[config.mk]
export PLATFORM = sky130hd
export DESIGN_NAME = fetch_unit_flat
export DESIGN_NICKNAME = d
export VERILOG_FILES = /design/src/rtl/fetch_pkg.sv /design/src/rtl/fetch_unit_if.sv /design/src/rtl/fetch_queue.sv /design/src/rtl/fetch_unit.sv /design/src/flat_wrapper.sv
export SDC_FILE = /design/constraint.sdc
export NUM_CORES = 1
export LEC_CHECK = 0
export CAP_MARGIN = 20
export CELL_PAD_IN_SITES_DETAIL_PLACEMENT = 0
export CELL_PAD_IN_SITES_GLOBAL_PLACEMENT = 1
export CORE_ASPECT_RATIO = 0.8
export CORE_MARGIN = 3
export CORE_UTILIZATION = 40
export DETAILED_ROUTE_END_ITERATION = 8
export PLACE_DENSITY_LB_ADDON = 0.1
export SYNTH_ARGS = -nofsm -noshare
export SYNTH_HDL_FRONTEND = slang
export SYNTH_SLANG_ARGS = --single-unit
[constraint.sdc]
create_clock -name clk -period 6.75 [get_ports clk]
set_input_delay 1.35 -clock clk [delete_from_list [all_inputs] [get_ports clk]]
set_output_delay 1.35 -clock clk [all_outputs]
set_load 0.01 [all_outputs]
[src/rtl/fetch_pkg.sv]
// fetch_pkg: shared defaults, queue entry type and PC alignment helper for the fetch stage
package fetch_pkg;
   localparam int          DEF_XLEN     = 32;
   localparam int          DEF_ILEN     = 32;
   localparam logic [31:0] DEF_RESET_PC = 32'h0;
   localparam int          DEF_PC_STEP  = 4;

   typedef struct packed {
      logic [DEF_XLEN-1:0] pc;
      logic [DEF_ILEN-1:0] inst;
   } fetch_entry_t;

   // clears the low log2(step) bits; step is a power of two
   function automatic logic [63:0] align_pc(input logic [63:0] pc, input int step);
      return pc & ~(64'(step) - 64'd1);
   endfunction
endpackage

[src/rtl/fetch_unit_if.sv]
// fetch_unit_if: bundle of the fetch stage's memory, redirect and decode-side signals
// master (fetch_unit): drives imem_en/imem_addr and out_valid/out_inst/out_pc;
//                      receives imem_data, redirect_valid/redirect_pc and out_ready
// slave (memory/decode side): the mirror image
interface fetch_unit_if #(
   parameter int XLEN = 32,
   parameter int ILEN = 32
);
   logic            imem_en;
   logic [XLEN-1:0] imem_addr;
   logic [ILEN-1:0] imem_data;
   logic            redirect_valid;
   logic [XLEN-1:0] redirect_pc;
   logic            out_valid;
   logic            out_ready;
   logic [ILEN-1:0] out_inst;
   logic [XLEN-1:0] out_pc;

   modport master (
      output imem_en, imem_addr, out_valid, out_inst, out_pc,
      input  imem_data, redirect_valid, redirect_pc, out_ready
   );
   modport slave (
      input  imem_en, imem_addr, out_valid, out_inst, out_pc,
      output imem_data, redirect_valid, redirect_pc, out_ready
   );
endinterface

[src/rtl/fetch_queue.sv]
// fetch_queue: synchronous FIFO of fetch entries; flush wins over push and pop
// Ports: clk, reset (async active-low), push/push_data, pop, flush,
//        head (oldest entry), count, full, empty
module fetch_queue
   import fetch_pkg::*;
#(
   parameter type T     = fetch_entry_t,
   parameter int  DEPTH = 4
) (
   input  logic                       clk,
   input  logic                       reset,
   input  logic                       push,
   input  logic                       pop,
   input  logic                       flush,
   input  T                           push_data,
   output T                           head,
   output logic [$clog2(DEPTH+1)-1:0] count,
   output logic                       full,
   output logic                       empty
);
   localparam int AW = $clog2(DEPTH);
   localparam int CW = $clog2(DEPTH + 1);

   T               mem_q [DEPTH];
   logic [AW-1:0]  rd_q, rd_d, wr_q, wr_d;
   logic [CW-1:0]  cnt_q, cnt_d;

   always_comb begin
      rd_d  = flush ? '0 : rd_q + AW'(pop);
      wr_d  = flush ? '0 : wr_q + AW'(push);
      cnt_d = flush ? '0 : cnt_q + CW'(push) - CW'(pop);
   end

   always_ff @(posedge clk or negedge reset) begin
      if (!reset) begin
         rd_q  <= '0;
         wr_q  <= '0;
         cnt_q <= '0;
      end else begin
         rd_q  <= rd_d;
         wr_q  <= wr_d;
         cnt_q <= cnt_d;
      end
   end

   always_ff @(posedge clk) begin
      if (push && !flush) mem_q[wr_q] <= push_data;
   end

   assign head  = mem_q[rd_q];
   assign count = cnt_q;
   assign full  = cnt_q == CW'(DEPTH);
   assign empty = cnt_q == '0;
endmodule

[src/rtl/fetch_unit.sv]
// fetch_unit: instruction fetch stage owning the PC, a one-cycle-latency imem and an output queue
// Ports: clk, reset (async active-low),
//        bus (fetch_unit_if.master: imem read port, redirect request, valid/ready output of {pc, inst})
module fetch_unit
   import fetch_pkg::*;
#(
   parameter int              XLEN     = DEF_XLEN,
   parameter int              ILEN     = DEF_ILEN,
   parameter logic [XLEN-1:0] RESET_PC = XLEN'(DEF_RESET_PC),
   parameter int              PC_STEP  = DEF_PC_STEP,
   parameter int              IQ_DEPTH = 4
) (
   input logic          clk,
   input logic          reset,
   fetch_unit_if.master bus
);
   localparam int CW = $clog2(IQ_DEPTH + 1);
   localparam int NW = CW + 1;

   typedef struct packed {
      logic [XLEN-1:0] pc;
      logic [ILEN-1:0] inst;
   } entry_t;

   logic [XLEN-1:0] pc_q, pc_d, inflight_pc_q, inflight_pc_d;
   logic            inflight_q, inflight_d;
   logic            issue, push, pop, full, empty;
   logic [CW-1:0]   count;
   logic [NW-1:0]   need;
   entry_t          head, push_entry;

   always_comb begin
      pop = ~empty & bus.out_ready;
      // slots still claimed after this cycle's pop: queued plus the response in flight
      need = NW'(count) + NW'(inflight_q) - NW'(pop);
      issue = reset & ~bus.redirect_valid & (need < NW'(IQ_DEPTH));
      // the response landing on a redirect edge is dropped along with the flushed queue
      push = inflight_q & ~bus.redirect_valid;
      push_entry.pc = inflight_pc_q;
      push_entry.inst = bus.imem_data;
      pc_d = bus.redirect_valid ? XLEN'(align_pc(64'(bus.redirect_pc), PC_STEP))
           : issue ? pc_q + XLEN'(PC_STEP) : pc_q;
      inflight_d = issue;
      inflight_pc_d = issue ? pc_q : inflight_pc_q;
   end

   always_ff @(posedge clk or negedge reset) begin
      if (!reset) begin
         pc_q          <= RESET_PC;
         inflight_q    <= 1'b0;
         inflight_pc_q <= '0;
      end else begin
         pc_q          <= pc_d;
         inflight_q    <= inflight_d;
         inflight_pc_q <= inflight_pc_d;
      end
   end

   fetch_queue #(
      .T     (entry_t),
      .DEPTH (IQ_DEPTH)
   ) u_queue (
      .clk       (clk),
      .reset     (reset),
      .push      (push),
      .pop       (pop),
      .flush     (bus.redirect_valid),
      .push_data (push_entry),
      .head      (head),
      .count     (count),
      .full      (full),
      .empty     (empty)
   );

   assign bus.imem_en   = issue;
   assign bus.imem_addr = pc_q;
   assign bus.out_valid = ~empty;
   assign bus.out_pc    = empty ? '0 : head.pc;
   assign bus.out_inst  = empty ? '0 : head.inst;

   a_no_overflow: assert property (@(posedge clk) disable iff (!reset) !(push && full));
endmodule

[src/flat_wrapper.sv]
// flat-port wrapper written by rule: the top's interface ports become plain ports
module fetch_unit_flat import fetch_pkg::*;
#(
   parameter int              XLEN     = DEF_XLEN,
   parameter int              ILEN     = DEF_ILEN,
   parameter logic [XLEN-1:0] RESET_PC = XLEN'(DEF_RESET_PC),
   parameter int              PC_STEP  = DEF_PC_STEP,
   parameter int              IQ_DEPTH = 4
)
  (clk, reset, bus_imem_en, bus_imem_addr, bus_out_valid, bus_out_inst, bus_out_pc, bus_imem_data, bus_redirect_valid, bus_redirect_pc, bus_out_ready);
  fetch_unit_if #(.XLEN(XLEN), .ILEN(ILEN)) bus_i ();
  input logic clk;
  input logic reset;
  output wire logic [$bits(bus_i.imem_en)-1:0] bus_imem_en;
  output wire logic [$bits(bus_i.imem_addr)-1:0] bus_imem_addr;
  output wire logic [$bits(bus_i.out_valid)-1:0] bus_out_valid;
  output wire logic [$bits(bus_i.out_inst)-1:0] bus_out_inst;
  output wire logic [$bits(bus_i.out_pc)-1:0] bus_out_pc;
  input wire logic [$bits(bus_i.imem_data)-1:0] bus_imem_data;
  input wire logic [$bits(bus_i.redirect_valid)-1:0] bus_redirect_valid;
  input wire logic [$bits(bus_i.redirect_pc)-1:0] bus_redirect_pc;
  input wire logic [$bits(bus_i.out_ready)-1:0] bus_out_ready;
  assign bus_imem_en = bus_i.imem_en;
  assign bus_imem_addr = bus_i.imem_addr;
  assign bus_out_valid = bus_i.out_valid;
  assign bus_out_inst = bus_i.out_inst;
  assign bus_out_pc = bus_i.out_pc;
  assign bus_i.imem_data = bus_imem_data;
  assign bus_i.redirect_valid = bus_redirect_valid;
  assign bus_i.redirect_pc = bus_redirect_pc;
  assign bus_i.out_ready = bus_out_ready;
  fetch_unit #(.XLEN(XLEN), .ILEN(ILEN), .RESET_PC(RESET_PC), .PC_STEP(PC_STEP), .IQ_DEPTH(IQ_DEPTH)) u_core (.clk(clk), .reset(reset), .bus(bus_i));
endmodule
After elaboration in Yosys (flattened, before gate mapping)
Memory sizes are Yosys's and may differ from the RTL's.
Index checks and enable logic that the tools add are counted.
Storage, ports and cells
  bits in latches: 0
  register bits after elaboration: 72
  memories: 1
  memory bits (read-only): 0
  input bits: 68
  bits in writable memories: 256
  output and inout port bits: 98
Memories
  u_core.u_queue.mem_q: depth 4, bits a word 64, rd ports 1, clocked after Yosys merged registers in 0, write ports 1, RTL line fetch_queue.sv:24  | T mem_q [DEPTH];
Operators by class
  reductions and logical operators: 4
  equal/unequal tests: 0
  div/mod/pow operators: 0
  bitwise logic cells: 6
  mux-type cells: 9
  multiply operators: 0
  $lt $le $gt $ge: 1
  add/subtract/negate cells: 7
  shift-type cells: 0
Operator list (count)
  two-way mux 32 bit: 4
  adder 32 x 3 -> 32 bit, second input constant: 1
  adder 2 x 1 -> 2 bit: 2
  adder 3 x 1 -> 4 bit: 1
  AND 1 bit: 4
  less-than comparator 4 x 3 -> 1 bit, second input constant: 1
  two-way mux 2 bit: 2
  subtractor 4 x 1 -> 4 bit: 1
  adder 3 x 1 -> 3 bit: 1
  logical NOT 3 bit: 1
  two-way mux 3 bit: 1
  subtractor 3 x 1 -> 3 bit: 1
  two-way mux 1 bit: 2
  inverter 1 bit: 2
  nonzero test 2 bit: 1
  logical AND 1 bit: 1
  logical NOT 1 bit: 1

Logic depth before layout (Yosys ltp)
  depth in word-level cells: 8
  gate-level depth with buffers: 12

Hierarchy
Synthesis repeated with hierarchy kept, for this count alone.
Second synthesis, totals
  cells, all modules: 741
  area total of the unflattened synthesis: 13339.0 um^2
Modules (own cells, without submodules)
  fetch_queue: times used 1, cells each 366, area an instance 9695.5 um^2
  fetch_unit: times used 1, cells each 375, area an instance 3643.5 um^2

Least setup slack after synthesis
Ideal clock, no wire load.
  path kind: input to register
  start point: input port bus_redirect_valid
  end point: memory u_core.u_queue.mem_q[0][0] (netlist bit) (enable)
  data arrival time: 6230 ps
  slack: -51 ps
  data required time: 6179 ps
  buffers on the path: 1
  stages: 3
  setup time: 571 ps
  cells stage by stage: nor2b_1 clkbuf_1 nor3b_1
On the way
  longest elaborated chain between the ends: 5
Ends and longest elaborated chain
  from (decl): RTL line flat_wrapper.sv:20  | input wire logic [$bits(bus_i.redirect_valid)-1:0] bus_redirect_valid;
  inverter 1 bit: RTL line fetch_unit.sv:38  | push = inflight_q & ~bus.redirect_valid;
  AND 1 bit: RTL line fetch_unit.sv:38
  logical AND 1 bit (*): RTL line fetch_queue.sv:47  | if (push && !flush) mem_q[wr_q] <= push_data;
  two-way mux 1 bit (*): RTL line fetch_queue.sv:47
  two-way mux 1 bit (not written as such) (*): RTL line fetch_queue.sv:47
  to (decl): RTL line fetch_queue.sv:24
Every way passes the cells marked *; elsewhere a longest branch is shown, timed or not.

Final worst setup path
  start point: input port bus_out_ready
  end point: output port bus_imem_en
On the way
  longest elaborated chain between the ends: 4
Ends and longest elaborated chain
  from (decl): RTL line flat_wrapper.sv:22  | input wire logic [$bits(bus_i.out_ready)-1:0] bus_out_ready;
  AND 1 bit: RTL line fetch_unit.sv:33  | pop = ~empty & bus.out_ready;
  subtractor 4 x 1 -> 4 bit: RTL line fetch_unit.sv:35  | need = NW'(count) + NW'(inflight_q) - NW'(pop);
  less-than comparator 4 x 3 -> 1 bit: RTL line fetch_unit.sv:36  | issue = reset & ~bus.redirect_valid & (need < NW'(IQ_DEPTH));
  AND 1 bit: RTL line fetch_unit.sv:36
  to (decl): RTL line flat_wrapper.sv:14  | output wire logic [$bits(bus_i.imem_en)-1:0] bus_imem_en;
No other way between the ends.

==> results.toml <==
[run_status]
outcome = "finished, final reports clean"

[synthesis]
yosysWarnings = 0
netlist_top_cells_area = "edfxtp_1, dfrtp_1, mux4_2"
syn_avg_cell_area_um2 = 17.73
yosysMostFrequentCell = "edfxtp_1"
synth_compound_area_share_pct = 3.724
synth-edff-count = 248
synth_top_cell_by_area = "edfxtp_1"
synth_top_family_by_area = "multiplexers"
synthArstFlopShare_pct = 21.52
ys.flop_type = "edfxtp_1"
yosysUniqueCellTypes = 52
netlist.area_leader.share_pct = 57.87
netlist_instances = 726
synth_xor_area_share_pct = 1.011
synth_mux_area_share_pct = 13.72
synthAdderAreaFrac_pct = 0.7389
synth_common_cells = "edfxtp_1, dfrtp_1, and2_1"
synth_area_um2 = 12870
ys_seq_area_share_pct = 71.09
yosys.area_share.simple_pct = 7.972
ys_seq_elements = 316

[timing]
slew_viol_final = 0
period_share_pct = 79.45
fmax_mhz = 186.5
rsz0062_at_grt = "false"
slew_headroom_pct = 26.86
fin_hold_ws_ps = 512.3
tightest_slew_ps = 1097
tns_ps = 0
hold_viol_final = 0
setup_viol = 0
skew_ps = 14.94
min_period_ps = 5363

[worst_setup_path]
cp_slowest_stage_delay_ps = 640
path_cells = "clkdlybuf4s50_1 > nand2_1 > inv_1 > nand2b_1 > ha_1 > nor4b_2 > a21boi_2 > o31a_2 > clkdlybuf4s50_1"
cp_top_family = "buffers and inverters"
crit_fanout = 7
cp-start-kind = "input port"
path_common_cell = "clkdlybuf4s50_1"
ff2ff_setup_slack_ps = 3460
path_class = "in2out"
path_buf_inv = 3
reg2reg_to = "u_core.inflight_pc_q[3]"
endpoint_kind = "primary output"
r2r_cells = 10
crit_slowest_cell = "clkdlybuf4s50_1"
arrival_ps = 4010
critPathRequiredTime_ps = 5400
reg2reg_from = "u_core.u_queue.count[2]"

[clocking]
cts.path.max_buffers = 3
cts_resized = 0
cts_root_buffer = "clkbuf_16"
cts_tree = "done"
post_cts_buffers = 0
cts_hold_buffers = 0
cts_inserted_buffers = 35
clk_latency_ps = 510
ctsHtreeMaxLevel = 2
path_clk_slew_ps = 60
clock_sinks = 316

[global_route]
grt.overflow.total = 0
grt_usage_pct = 16.90
grt_max_degree = 72
antenna_found_initial = 0
grt_pass1_wl_mm = 44.42
grt_pass1_vias = 7513

[drt]
dr.pass1.iters = 5
ant_nets = 0
viasPerCell = 5.332
drt_iter0_drc = 322
drt-wirelength-per-cell_um = 21.27
vias = 7145
drcViolationCount = 0
routed_wl_mm = 28.50

[flow_run]
max_cap_viol_count = 0

[layout]
postLayoutCellArea_um2 = 16000
diodes = 0
area_growth_pct = 24.31
nets = 969
drive_gt1_share_pct = 18.80

[power_and_ir_drop]
vdd_drop_max_mv = 0.2004
leakagePower_uw = 0.005246
power.density_nw_per_um2 = 374.4

[placement]
portBuffers = 159
hpwl_mm = 17.14
place_area_um2 = 14930
gp_congestion = 0.7620

[hold_path]
min_delay_path_depth = 0
holdPathEnd = "u_core.u_queue.mem_q[0][48]"
min_path_type = "reg2reg"
worstHoldStart = "u_core.inflight_pc_q[16]"

[floorplan]
die_area_um2 = 34380
core_um2 = 31570
die_w_um = 206.5
start_util_pct = 40.77
die_h_um = 166.4
ios = 166
row_count = 58
==> worst max path at each step <==
stage | from | to | cells after the start
final | bus_out_ready | bus_imem_en | 9
after floorplan | bus_redirect_valid | u_core.u_queue.mem_q[1][0] | 4
after global placement | bus_out_ready | bus_imem_en | 9
after detailed placement | bus_out_ready | bus_imem_en | 9
after CTS | bus_out_ready | bus_imem_en | 9
after global routing | bus_out_ready | bus_imem_en | 9
==> placed cells by master, fill, tap and decap left out, types with 3 or more instances in the layout <==
| cell | instances |
|---|---|
| edfxtp_1 | 248 |
| clkdlybuf4s50_1 | 158 |
| dfrtp_1 | 66 |
| and2_1 | 64 |
| mux4_2 | 62 |
| clkbuf_16 | 35 |
| mux2_2 | 31 |
| nor2_1 | 28 |
| nand2_1 | 21 |
| a31oi_1 | 21 |
| o21ai_0 | 16 |
| or4_1 | 11 |
| o31ai_1 | 10 |
| buf_4 | 10 |
| xnor2_1 | 9 |
| nand4_1 | 9 |
| nand3_1 | 9 |
| clkinv_1 | 9 |
| clkinv_2 | 9 |
| inv_1 | 8 |
| nor2b_1 | 8 |
| or3_1 | 8 |
| ha_1 | 6 |
| xor2_1 | 4 |
| and3_1 | 4 |
| conb_1 | 4 |
| clkbuf_1 | 4 |
| a311oi_1 | 3 |
==> routing by layer <==
layer / up-vias / part of all wire (%) / global-route usage [%]
li1: 3207 / - / -
met5: - / 0 / 0
met2: 181 / 49 / 27.91
met4: 0 / 1.8 / 3.982
met1: 3711 / 44 / 23.82
met3: 46 / 4.5 / 2.619
==> through the flow <==
stage / instances / util, % / worst slack, ps / power [uW]
2_1_floorplan: 729 / - / 1947 / 3516
3_3_place_gp: 1277 / 47.30 / 1447 / 4293
3_5_place_dp: 1277 / 47.30 / 1399 / 4333
4_1_cts: 1340 / 50.68 / 1387 / 6091
5_1_grt: 1340 / 50.68 / 1238 / 6307
6_report: 1340 / 50.68 / 1387 / 5989
==> registers in the layout (all words and copies together) (netlist names) <==
register and cells:
u_core.u_queue.mem_q 248, u_core.inflight_pc_q 30, u_core.u_queue.wr_q 2, u_core.inflight_q 1
u_core.u_queue.rd_q 2, u_core.bus.imem_addr 30, u_core.u_queue.count 3
==> logic make-up after synthesis <==
family	count (synthesis)
mux	95
simple gates	178
other cells	1
buf+inv	50
xor+xnor	14
flops	316
compound gates	65
fa+ha+maj	7
==> worst reg2reg max path, stage by stage (launching register included) <==
cell      delay (ps)
dfrtp_1          440
or3_2            500
nand2_1          130
inv_1             80
nand2b_1          80
ha_1             230
and2_1           240
a21boi_2         360
o31a_2           230
buf_4            450
mux2_2           410
==> power by group <==
part	internal (uW)	switching (uW)	total (uW)
Combinational	923	666	1590
Sequential	2380	272	2660
Clock	1010	737	1740
Total	4310	1680	5990
==> layout make-up <==
| class | instances | area [um2] |
|---|---|---|
| Multi-Input combinational cell | 363 | 3541 |
| Inverter | 9 | 33.78 |
| Tap cell | 420 | 525.5 |
| Sequential cell | 316 | 9156 |
| Timing Repair Buffer | 169 | 1677 |
| Fill cell | 2662 | 15570 |
| Clock buffer | 40 | 904.6 |
| Clock inverter | 23 | 161.4 |
Power figures use the tool's default switching activity.
